`config.mk`:
```
export PLATFORM = sky130hd
export DESIGN_NAME = job_sequencer
export DESIGN_NICKNAME = d
export VERILOG_FILES = /design/src/rtl/job_seq_pkg.sv /design/src/rtl/job_seq_timer.sv /design/src/rtl/job_sequencer.sv
export SDC_FILE = /design/constraint.sdc
export NUM_CORES = 1
export LEC_CHECK = 0
export CAP_MARGIN = 30
export CORE_ASPECT_RATIO = 0.8
export CORE_UTILIZATION = 40
export CTS_BUF_LIST = sky130_fd_sc_hd__clkbuf_4 sky130_fd_sc_hd__clkbuf_8
export DETAILED_ROUTE_END_ITERATION = 8
export PLACE_DENSITY = 0.71
export SYNTH_ARGS = -nofsm -noshare
export SYNTH_HDL_FRONTEND = slang
export SYNTH_SLANG_ARGS = --single-unit
```
`constraint.sdc`:
```
create_clock -name Clk -period 3.85 [get_ports Clk]
set_clock_uncertainty 0.15 [all_clocks]
set_input_delay 0.77 -clock Clk [delete_from_list [all_inputs] [get_ports Clk]]
set_output_delay 0.77 -clock Clk [all_outputs]
set_load 0.05 [all_outputs]
```
`src/rtl/job_seq_pkg.sv`:
```
// Shared types, address map and byte counts for the job sequencer.
package job_seq_pkg;

    typedef enum logic [1:0] {
        PROG_RECIP   = 2'd0,
        PROG_DIV     = 2'd1,
        PROG_SQRT    = 2'd2,
        PROG_INVALID = 2'd3
    } prog_e;

    typedef enum logic [2:0] {
        ST_IDLE  = 3'd0,
        ST_LOAD  = 3'd1,
        ST_START = 3'd2,
        ST_WAIT  = 3'd3,
        ST_READ  = 3'd4,
        ST_RESP  = 3'd5
    } state_e;

    // Data-memory layout shared with the CPU firmware
    localparam logic [7:0] RECIP_OP_BASE  = 8'd8;
    localparam logic [7:0] RECIP_RES_BASE = 8'd10;
    localparam logic [7:0] DIV_OP_BASE    = 8'd0;
    localparam logic [7:0] DIV_RES_BASE   = 8'd4;
    localparam logic [7:0] SQRT_OP_BASE   = 8'd16;
    localparam logic [7:0] SQRT_RES_BASE  = 8'd18;

    localparam logic [1:0] RECIP_OP_BYTES  = 2'd2;
    localparam logic [1:0] RECIP_RES_BYTES = 2'd2;
    localparam logic [1:0] DIV_OP_BYTES    = 2'd3;
    localparam logic [1:0] DIV_RES_BYTES   = 2'd3;
    localparam logic [1:0] SQRT_OP_BYTES   = 2'd2;
    localparam logic [1:0] SQRT_RES_BYTES  = 2'd1;

    function automatic logic [7:0] op_base(input prog_e prog);
        case (prog)
            PROG_RECIP: op_base = RECIP_OP_BASE;
            PROG_DIV:   op_base = DIV_OP_BASE;
            PROG_SQRT:  op_base = SQRT_OP_BASE;
            default:    op_base = 8'd0;
        endcase
    endfunction

    function automatic logic [7:0] res_base(input prog_e prog);
        case (prog)
            PROG_RECIP: res_base = RECIP_RES_BASE;
            PROG_DIV:   res_base = DIV_RES_BASE;
            PROG_SQRT:  res_base = SQRT_RES_BASE;
            default:    res_base = 8'd0;
        endcase
    endfunction

    function automatic logic [1:0] op_bytes(input prog_e prog);
        case (prog)
            PROG_RECIP: op_bytes = RECIP_OP_BYTES;
            PROG_DIV:   op_bytes = DIV_OP_BYTES;
            PROG_SQRT:  op_bytes = SQRT_OP_BYTES;
            default:    op_bytes = 2'd0;
        endcase
    endfunction

    function automatic logic [1:0] res_bytes(input prog_e prog);
        case (prog)
            PROG_RECIP: res_bytes = RECIP_RES_BYTES;
            PROG_DIV:   res_bytes = DIV_RES_BYTES;
            PROG_SQRT:  res_bytes = SQRT_RES_BYTES;
            default:    res_bytes = 2'd0;
        endcase
    endfunction

    // Operand bytes go out most significant first; the divisor trails OpA
    function automatic logic [7:0] op_byte(input logic [1:0] idx,
                                           input logic [15:0] opa,
                                           input logic [7:0] opb);
        case (idx)
            2'd0:    op_byte = opa[15:8];
            2'd1:    op_byte = opa[7:0];
            2'd2:    op_byte = opb;
            default: op_byte = 8'd0;
        endcase
    endfunction

endpackage

```
`src/rtl/job_seq_timer.sv`:
```
// WAIT-phase timeout counter: counts enabled cycles, flags the last one.
module job_seq_timer #(
    parameter int TIMEOUT_CYCLES = 4096
) (
    input  logic clk,
    input  logic rst,
    input  logic clear,
    input  logic enable,
    output logic expired
);

    localparam int CW = (TIMEOUT_CYCLES > 1) ? $clog2(TIMEOUT_CYCLES) : 1;
    localparam logic [CW-1:0] LAST = CW'(TIMEOUT_CYCLES - 1);

    logic [CW-1:0] cnt_d;
    logic [CW-1:0] cnt_q;

    // Next count: clear wins, otherwise advance while enabled, saturating at LAST
    always_comb begin
        cnt_d = cnt_q;
        if (clear) begin
            cnt_d = '0;
        end else if (enable && (cnt_q != LAST)) begin
            cnt_d = cnt_q + 1'b1;
        end else begin
            cnt_d = cnt_q;
        end
    end

    // Counter register
    always_ff @(posedge clk or posedge rst) begin
        if (rst) begin
            cnt_q <= '0;
        end else begin
            cnt_q <= cnt_d;
        end
    end

    assign expired = enable && !clear && (cnt_q == LAST);

endmodule

```
`src/rtl/job_sequencer.sv`:
```
// Job sequencer: loads operands into CPU data memory, launches the CPU,
// waits for completion or timeout, reads back the result and hands it out.
module job_sequencer
    import job_seq_pkg::*;
#(
    parameter int TIMEOUT_CYCLES = 4096,
    parameter int START_CYCLES   = 2
) (
    input  logic        Clk,
    input  logic        Reset,
    input  logic        JobValid,
    output logic        JobReady,
    input  logic [1:0]  JobProg,
    input  logic [15:0] JobOpA,
    input  logic [7:0]  JobOpB,
    output logic        CpuStart,
    input  logic        CpuAck,
    output logic        DmWrEn,
    output logic [7:0]  DmAddr,
    output logic [7:0]  DmWrData,
    input  logic [7:0]  DmRdData,
    output logic        ResValid,
    input  logic        ResReady,
    output logic [23:0] ResData,
    output logic [1:0]  ResProg,
    output logic        ResErr,
    output logic        Busy
);

    localparam int SW = (START_CYCLES > 1) ? $clog2(START_CYCLES) : 1;
    localparam logic [SW-1:0] START_LAST = SW'(START_CYCLES - 1);

    state_e        state_d, state_q;
    prog_e         prog_d, prog_q;
    logic [15:0]   opa_d, opa_q;
    logic [7:0]    opb_d, opb_q;
    logic [1:0]    idx_d, idx_q;
    logic [SW-1:0] scnt_d, scnt_q;
    logic [23:0]   res_d, res_q;
    logic          err_d, err_q;

    logic          job_ready_d, job_ready_q;
    logic          cpu_start_d, cpu_start_q;
    logic          dm_wr_en_d, dm_wr_en_q;
    logic [7:0]    dm_addr_d, dm_addr_q;
    logic [7:0]    dm_wr_data_d, dm_wr_data_q;
    logic          res_valid_d, res_valid_q;
    logic [23:0]   res_data_d, res_data_q;
    logic [1:0]    res_prog_d, res_prog_q;
    logic          res_err_d, res_err_q;
    logic          busy_d, busy_q;

    logic          tmr_expired;

    job_seq_timer #(
        .TIMEOUT_CYCLES(TIMEOUT_CYCLES)
    ) u_timer (
        .clk     (Clk),
        .rst     (Reset),
        .clear   (state_q != ST_WAIT),
        .enable  (state_q == ST_WAIT),
        .expired (tmr_expired)
    );

    // FSM next state and job context
    always_comb begin
        state_d = state_q;
        prog_d  = prog_q;
        opa_d   = opa_q;
        opb_d   = opb_q;
        idx_d   = idx_q;
        scnt_d  = scnt_q;
        res_d   = res_q;
        err_d   = err_q;
        case (state_q)
            ST_IDLE: begin
                if (JobValid) begin
                    prog_d = prog_e'(JobProg);
                    opa_d  = JobOpA;
                    opb_d  = JobOpB;
                    idx_d  = 2'd0;
                    scnt_d = '0;
                    res_d  = 24'd0;
                    if (prog_e'(JobProg) == PROG_INVALID) begin
                        err_d   = 1'b1;
                        state_d = ST_RESP;
                    end else begin
                        err_d   = 1'b0;
                        state_d = ST_LOAD;
                    end
                end else begin
                    state_d = ST_IDLE;
                end
            end
            ST_LOAD: begin
                if (idx_q == (op_bytes(prog_q) - 2'd1)) begin
                    idx_d   = 2'd0;
                    scnt_d  = '0;
                    state_d = ST_START;
                end else begin
                    idx_d = idx_q + 2'd1;
                end
            end
            ST_START: begin
                if (scnt_q == START_LAST) begin
                    scnt_d  = '0;
                    state_d = ST_WAIT;
                end else begin
                    scnt_d = scnt_q + 1'b1;
                end
            end
            ST_WAIT: begin
                // A late Ack still beats the timeout on the final cycle
                if (CpuAck) begin
                    idx_d   = 2'd0;
                    res_d   = 24'd0;
                    state_d = ST_READ;
                end else if (tmr_expired) begin
                    err_d   = 1'b1;
                    res_d   = 24'd0;
                    state_d = ST_RESP;
                end else begin
                    state_d = ST_WAIT;
                end
            end
            ST_READ: begin
                // Read data trails its address by one cycle, so capture from idx 1
                if (idx_q != 2'd0) begin
                    res_d = {res_q[15:0], DmRdData};
                end else begin
                    res_d = res_q;
                end
                if (idx_q == res_bytes(prog_q)) begin
                    idx_d   = 2'd0;
                    err_d   = 1'b0;
                    state_d = ST_RESP;
                end else begin
                    idx_d = idx_q + 2'd1;
                end
            end
            ST_RESP: begin
                if (ResReady) begin
                    state_d = ST_IDLE;
                end else begin
                    state_d = ST_RESP;
                end
            end
            default: begin
                state_d = ST_IDLE;
            end
        endcase
    end

    // Output values for the upcoming cycle, decoded from the next state
    always_comb begin
        job_ready_d  = (state_d == ST_IDLE);
        busy_d       = (state_d != ST_IDLE);
        cpu_start_d  = (state_d == ST_LOAD) || (state_d == ST_START);
        dm_wr_en_d   = (state_d == ST_LOAD);
        dm_addr_d    = 8'd0;
        dm_wr_data_d = 8'd0;
        if (state_d == ST_LOAD) begin
            dm_addr_d    = op_base(prog_d) + {6'd0, idx_d};
            dm_wr_data_d = op_byte(idx_d, opa_d, opb_d);
        end else if ((state_d == ST_READ) && (idx_d < res_bytes(prog_d))) begin
            dm_addr_d = res_base(prog_d) + {6'd0, idx_d};
        end else begin
            dm_addr_d = 8'd0;
        end
        if (state_d == ST_RESP) begin
            res_valid_d = 1'b1;
            res_data_d  = res_d;
            res_prog_d  = prog_d;
            res_err_d   = err_d;
        end else begin
            res_valid_d = 1'b0;
            res_data_d  = 24'd0;
            res_prog_d  = 2'd0;
            res_err_d   = 1'b0;
        end
    end

    // State, context and output registers
    always_ff @(posedge Clk or posedge Reset) begin
        if (Reset) begin
            state_q      <= ST_IDLE;
            prog_q       <= PROG_RECIP;
            opa_q        <= 16'd0;
            opb_q        <= 8'd0;
            idx_q        <= 2'd0;
            scnt_q       <= '0;
            res_q        <= 24'd0;
            err_q        <= 1'b0;
            job_ready_q  <= 1'b1;
            cpu_start_q  <= 1'b0;
            dm_wr_en_q   <= 1'b0;
            dm_addr_q    <= 8'd0;
            dm_wr_data_q <= 8'd0;
            res_valid_q  <= 1'b0;
            res_data_q   <= 24'd0;
            res_prog_q   <= 2'd0;
            res_err_q    <= 1'b0;
            busy_q       <= 1'b0;
        end else begin
            state_q      <= state_d;
            prog_q       <= prog_d;
            opa_q        <= opa_d;
            opb_q        <= opb_d;
            idx_q        <= idx_d;
            scnt_q       <= scnt_d;
            res_q        <= res_d;
            err_q        <= err_d;
            job_ready_q  <= job_ready_d;
            cpu_start_q  <= cpu_start_d;
            dm_wr_en_q   <= dm_wr_en_d;
            dm_addr_q    <= dm_addr_d;
            dm_wr_data_q <= dm_wr_data_d;
            res_valid_q  <= res_valid_d;
            res_data_q   <= res_data_d;
            res_prog_q   <= res_prog_d;
            res_err_q    <= res_err_d;
            busy_q       <= busy_d;
        end
    end

    assign JobReady = job_ready_q;
    assign CpuStart = cpu_start_q;
    assign DmWrEn   = dm_wr_en_q;
    assign DmAddr   = dm_addr_q;
    assign DmWrData = dm_wr_data_q;
    assign ResValid = res_valid_q;
    assign ResData  = res_data_q;
    assign ResProg  = res_prog_q;
    assign ResErr   = res_err_q;
    assign Busy     = busy_q;

endmodule

```
# Word level (Yosys, flattened, before mapping)
# Cells that the tools add are included.
word_totals:
  ff_bits: 117
  out_inout_bits: 48
  elab_cells: 122
op_classes:
  addsub: 6
  order_cmp: 1
  eq_ne: 23
  n_mux: 56
  n_reduce_logical: 17
op_table:
  columns: ["operator", "n"]
  rows:
  - ["24-bit 2-to-1 mux", 5]
  - ["24-bit one-hot mux with 3 select lines", 1]
  - ["8-bit 2-to-1 mux", 8]
  - ["16-bit 2-to-1 mux", 2]
  - ["12-bit 2-to-1 mux", 2]
  - ["3-bit 2-to-1 mux", 8]
  - ["8-bit one-hot mux with 3 select lines", 1]
  - ["2-bit 2-to-1 mux", 10]
  - ["3-bit one-hot mux with 6 select lines", 1]
  - ["8-bit by 2-bit adder with 8-bit output", 2]
  - ["5-bit one-hot mux with 3 select lines", 1]
  - ["12-bit by 1-bit adder with 12-bit output, second input constant", 1]
  - ["12-bit equality test, second input constant", 1]
  - ["3-bit equality test, second input constant", 4]
  - ["12-bit != test, second input constant", 1]
  - ["2-bit one-hot mux with 3 select lines", 2]
  - ["1-bit 2-to-1 mux", 10]
  - ["5-bit one-hot mux with 2 select lines", 1]
  - ["3-bit by 2-bit equality test with 1-bit output, second input constant", 3]
  - ["2-bit equality test, second input constant", 4]
  - ["2-bit one-hot mux with 4 select lines", 1]
  - ["2-bit by 1-bit equality test with 1-bit output, second input constant", 3]
  - ["3-bit by 1-bit equality test with 1-bit output, second input constant", 2]
  - ["2-bit zero test", 3]
  - ["other kinds (17)", 26]

# Depth between registers and ports, before layout
logic_depth:
  word_depth: 17
  ltp_mapped: 14
  depth_no_buf: 12

# Modules after synthesis
# From an unflattened synthesis, not the netlist that was laid out.
unflattened:
  cells_unflattened: 418
  area_unflattened_um2: 5171.2
modules_own_cells:
  columns: ["module", "instances", "cells_per_inst", "area_each_um2", "seq_area_each_um2"]
  rows:
  - ["job_sequencer", 1, 347, 4455.5, 2578.7]
  - ["job_seq_timer", 1, 71, 715.7, 300.3]

# Least setup slack after synthesis
# OpenSTA, ideal clock, no wires.
synth_path:
  kind: "input-to-reg"
  startpoint: "input port JobValid"
  endpoint: "register dm_addr_q[2] (netlist: DmAddr[2])"
  arrival_ps: 3642
  slack_ps: -30
  cell_stages: 13
  n_path_buf: 2
  path_cell_list: "nor4b_2 buf_2 buf_2 nor2_1 a21oi_1 inv_1 ha_1 o21bai_1 ha_1 o31a_1 o41a_1 or4_4 a211oi_2"
synth_between:
  elab_chain_len: 9
synth_rtl:
  columns: ["element", "line_no", "rtl"]
  rows:
  - ["start, declared", "job_sequencer.sv:11", "input logic JobValid,"]
  - ["2-bit 2-to-1 mux *", "job_sequencer.sv:77", "if (JobValid) begin"]
  - ["2-bit 2-to-1 mux *", "job_sequencer.sv:75", "case (state_q)"]
  - ["net prog_d[0]", "job_sequencer.sv:34", "prog_e prog_d, prog_q;"]
  - ["2-bit equality test (tied with other cells)", "job_seq_pkg.sv:45, job_seq_pkg.sv:63", null]
  - ["5-bit one-hot mux with 3 select lines or 2-bit one-hot mux with 3 select lines (tied branches)", "job_seq_pkg.sv:45, job_seq_pkg.sv:63", null]
  - ["8-bit 2-to-1 mux or 2-bit 2-to-1 mux (tied branches)", "job_sequencer.sv:165, job_sequencer.sv:162", null]
  - ["8-bit 2-to-1 mux or 2-bit less-than comparator (tied branches)", "job_sequencer.sv:162, job_sequencer.sv:165", null]
  - ["8-bit by 2-bit adder with 8-bit output or 1-bit logical AND (tied branches)", "job_sequencer.sv:166, job_sequencer.sv:165", null]
  - ["8-bit 2-to-1 mux *", "job_sequencer.sv:165", "end else if ((state_d == ST_READ) && (idx_d < res_bytes(prog_d))) begin"]
  - ["8-bit 2-to-1 mux *", "job_sequencer.sv:162", "if (state_d == ST_LOAD) begin"]
  - ["net dm_addr_d[2]", "job_sequencer.sv:45", "logic [7:0] dm_addr_d, dm_addr_q;"]
  - ["end signal, assigned", "job_sequencer.sv:216", "dm_addr_q <= dm_addr_d;"]
  - ["end, declared", "job_sequencer.sv:45", null]
# Mark *: on every way through the listed nets, which the timed path passes. The rest lies on a longest branch. The select of a mux whose other input is x is not followed.
# A chain may end at the register's enable or synchronous reset.

# Worst setup path after layout
# Ends and elaborated chain as after synthesis.

==> results.md <==
* Status: finished, violations left
* Failing checks: DRC
* Detailed placement HPWL at 7030 µm
* Cts hold-fix bufs at 0
* Initial antenna violation count at 0
* Fmax at 0.296 GHz
* Pwr Density at 775 nW/µm²
* Clock root buffer: clkbuf_8
* Period utilization at 87.7%
* CP cell instances: clkdlybuf4s50_1 -> nor4b_4 -> nor2_1 -> a21oi_2 -> inv_1 -> ha_1 -> o21bai_1 -> ha_1 -> o31a_1 -> o41a_1 -> or4_4 -> a211oi_2
* Port bufs at 84
* Post-synthesis simple-gate area fraction at 11.7%
* TritonCTS Buffers at 17
* Initial DRT Pass Iterations at 6
* Critical Path Source Type: primary input
* Share of cells above drive strength 1 at 15.1%
* Max FO, Critical Path at 5
* Worst path bufs/invs at 2
* Area after DPL at 5960 µm²
* DR vias at 3442
* Grt total ovfl at 0
* Clock H-tree levels at 4
* Initial Util at 41.7%
* Mux share of post-synthesis cell area at 5.33%
* Final Routed Wirelength at 10500 µm
* GRT Max-Usage Layer: met2
* Critical Path AT at 3.56 ns
* Synth Area per Inst at 12.0 µm²
* CTS clock-pin slew for the worst setup and hold paths at 0.07 ns
* Vias per cell at 5.17
* Worst vdd ir at 0.447 mV
* CTS tree: yes
* WP data required at 4.04 ns
* Clk sinks at 115
* CTS resizes at 0
* Synth Area in Adders at 3.59%
* Leakage at 2.83 nW
* Finished layout cell area at 6340 µm²
* Synth Flop Type: dfrtp_1
* DR DRC count at 9
* Slew @ Worst Pin at 0.636 ns
* Post-route ant nets at 0
* CP Class: primary input to register
* Met1 Track Usage GR at 24.4%
* Die W at 125 µm
* Max-slew violation count at 0
* Post-Synth XOR/XNOR Area at 2.49%
* Worst-skew pair later-pin latency at 0.42 ns
* N_diodes at 0
* Vias in the first global route at 3498
* Clk buf depth at 2
* CORE AREA at 11700 µm²
* Worst slew margin at 57.3%
* Setup repair bufs after CTS at 0
* Slowest-stage cell, CP: clkdlybuf4s50_1
* Largest net degree at the start of global routing at 116
* Met3 Track Usage GR at 6.05%
* Number of library cell types mapped by synthesis at 55
* Total global-route track usage at 18.5%
* RSZ-0062 raised after global routing: false
* First-pass GRT wire length at 17800 µm
* Sequential share of the synthesized area at 59.0%
* Chip Height at 101 µm
* Number of instances in the placed design at 635
* Max cap viols at 0
* M2 GR Usage at 28.2%
* Min-delay worst type: register to register
* Slowest cell delay on critical path at 0.53 ns
* Final setup viols at 0
* DIE AREA at 12600 µm²
* Initial DRC count at 117
* Synthesized instance count at 408
* CP Capture Type: register
* Post-synth ARST share at 100%
* Post-synth EDFFs at 0
* Synthesis-to-finish area growth at 30.0%
* Synth warnings at 0
* CP dominant cell by count: ha_1
* Io pins at 87
* Routed length per instance at 15.8 µm
* Final cell count without fillers at 666
* Register bit total from synthesis at 115
* Nets at 559
* Synth Cell Area at 4880 µm²
* Final hold vios at 0
* Main combinational cell family by area after synthesis: compound AO/OA/AOI/OAI gates
* Placer Congestion at 0.797
* Period minus WS final at 3.38 ns
* Compound-gate portion of the synthesized area at 13.9%
* CP delay by family, top: simple AND/OR/NAND/NOR gates
* Rows at 35
* Setup TNS at 0 ns
-- per-layer routing --
| metal | vias up | wire [µm] |
|---|---|---|
| met5 | - | 0 |
| met3 | 10 | 572 |
| li1 | 1634 | - |
| met2 | 88 | 4810 |
| met4 | 0 | 104 |
| met1 | 1710 | 5050 |
-- synthesized netlist by cell type, types with 3 or more instances --
cell         n  area (µm²)
dfrtp_1    114        2850
nor2b_1     27         169
a22o_1      25         219
inv_1       24        90.1
nor2_1      20        75.1
nand2_1     19        71.3
a21oi_1     17        85.1
mux2_2      16         180
nand3_1     15        75.1
ha_1        14         175
clkbuf_1     9        33.8
nor3_1       9        45.0
mux2i_1      8        80.1
buf_2        7        35.0
o21ai_0      7        35.0
xnor2_1      7        61.3
nand4_1      5        31.3
o31a_1       5        43.8
xor2_1       5        43.8
a22oi_1      4        30.0
a2bb2oi_1    4        35.0
a31oi_1      4        25.0
buf_4        3        22.5
-- worst paths after layout --
kind	start	slack (ns)	end	cells past startpoint
worst max-delay path	JobValid	0.47	DmAddr[2]$_DFF_PP0_	12
worst min-delay path	opb_q[1]$_DFF_PP0_	0.33	opb_q[1]$_DFF_PP0_	2
worst max register to register	prog_q[0]$_DFF_PP0_	0.61	DmAddr[2]$_DFF_PP0_	12
worst min register to register	opb_q[1]$_DFF_PP0_	0.33	opb_q[1]$_DFF_PP0_	2
max in group asynchronous	Reset	2.36	state_q[0]$_DFF_PP0_	3
min in group asynchronous	Reset	0.71	DmWrData[4]$_DFF_PP0_	3
-- cell families (layout without fill, tap and decap cells) --
group	count (synthesis)	count (layout)
adders and majority gates	14	14
xor gates and xnor gates	13	13
other	1	2
DFF	115	115
and+or+nand+nor	108	108
AOI/OAI and AO/OA	87	87
muxes	24	24
buffers and inverters	46	155
-- layout by cell type, fill, tap and decap left out, types with 5 or more instances in the layout --
cell type | netlist | final
xnor2_1 | 7 | 7
o21ai_0 | 7 | 7
mux2i_1 | 8 | 8
a21oi_1 | 17 | 16
nand2_1 | 19 | 19
dfrtp_1 | 114 | 114
nor2_1 | 20 | 19
buf_4 | 3 | 11
inv_1 | 24 | 23
nor3_1 | 9 | 9
nand4_1 | 5 | 5
clkinv_2 | 0 | 5
mux2_2 | 16 | 16
ha_1 | 14 | 14
nand3_1 | 15 | 15
xor2_1 | 5 | 5
clkdlybuf4s50_1 | 0 | 84
o31a_1 | 5 | 5
a22o_1 | 25 | 25
clkbuf_8 | 0 | 19
nor2b_1 | 27 | 27
-- registers in the layout, summed over array words and instances (netlist names) --
register and flops:
Busy 1, CpuStart 1, DmAddr 6, DmWrData 8, DmWrEn 1, JobReady 1, ResData 24, ResErr 1
ResProg 2, ResValid 1, err_q 1, idx_q 2, opa_q 16, opb_q 8, prog_q 2, res_q 24
scnt_q 1, state_q 3, u_timer.cnt_q 12
-- worst min-delay path, stage by stage, from the launching register on --
cell     delay [ns]
dfrtp_1        0.32
mux2i_1        0.08
inv_1          0.06
-- per-stage QoR --
stage	worst slack (ns)	hold WS, ns	utilization, %	total power, mW
6_report	0.473	0.332	54.2	4.91
5_1_grt	0.218	0.352	54.2	5.26
4_1_cts	0.512	0.333	54.2	4.96
3_5_place_dp	0.0653	0.317	50.9	3.85
3_3_place_gp	0.168	0.305	50.9	3.77
2_1_floorplan	0.157	0.288	-	3.21
-- cell type report --
cell class | instances | area [µm²]
clock buffer | 21 | 277
clock inverter | 10 | 109
fill | 974 | 5350
inverter | 27 | 105
multi-input combinational | 248 | 1830
sequential | 115 | 2880
tap | 148 | 185
timing repair buffer | 97 | 955
-- report_power, final --
part	switching [mW]	internal, mW	leakage, nW
logic	1.28	0.844	1.10
registers	0.182	1.52	1.52
clock network	0.471	0.615	0.198
total	1.93	2.98	2.83
Note: power is estimated with default switching activity, not from simulation.
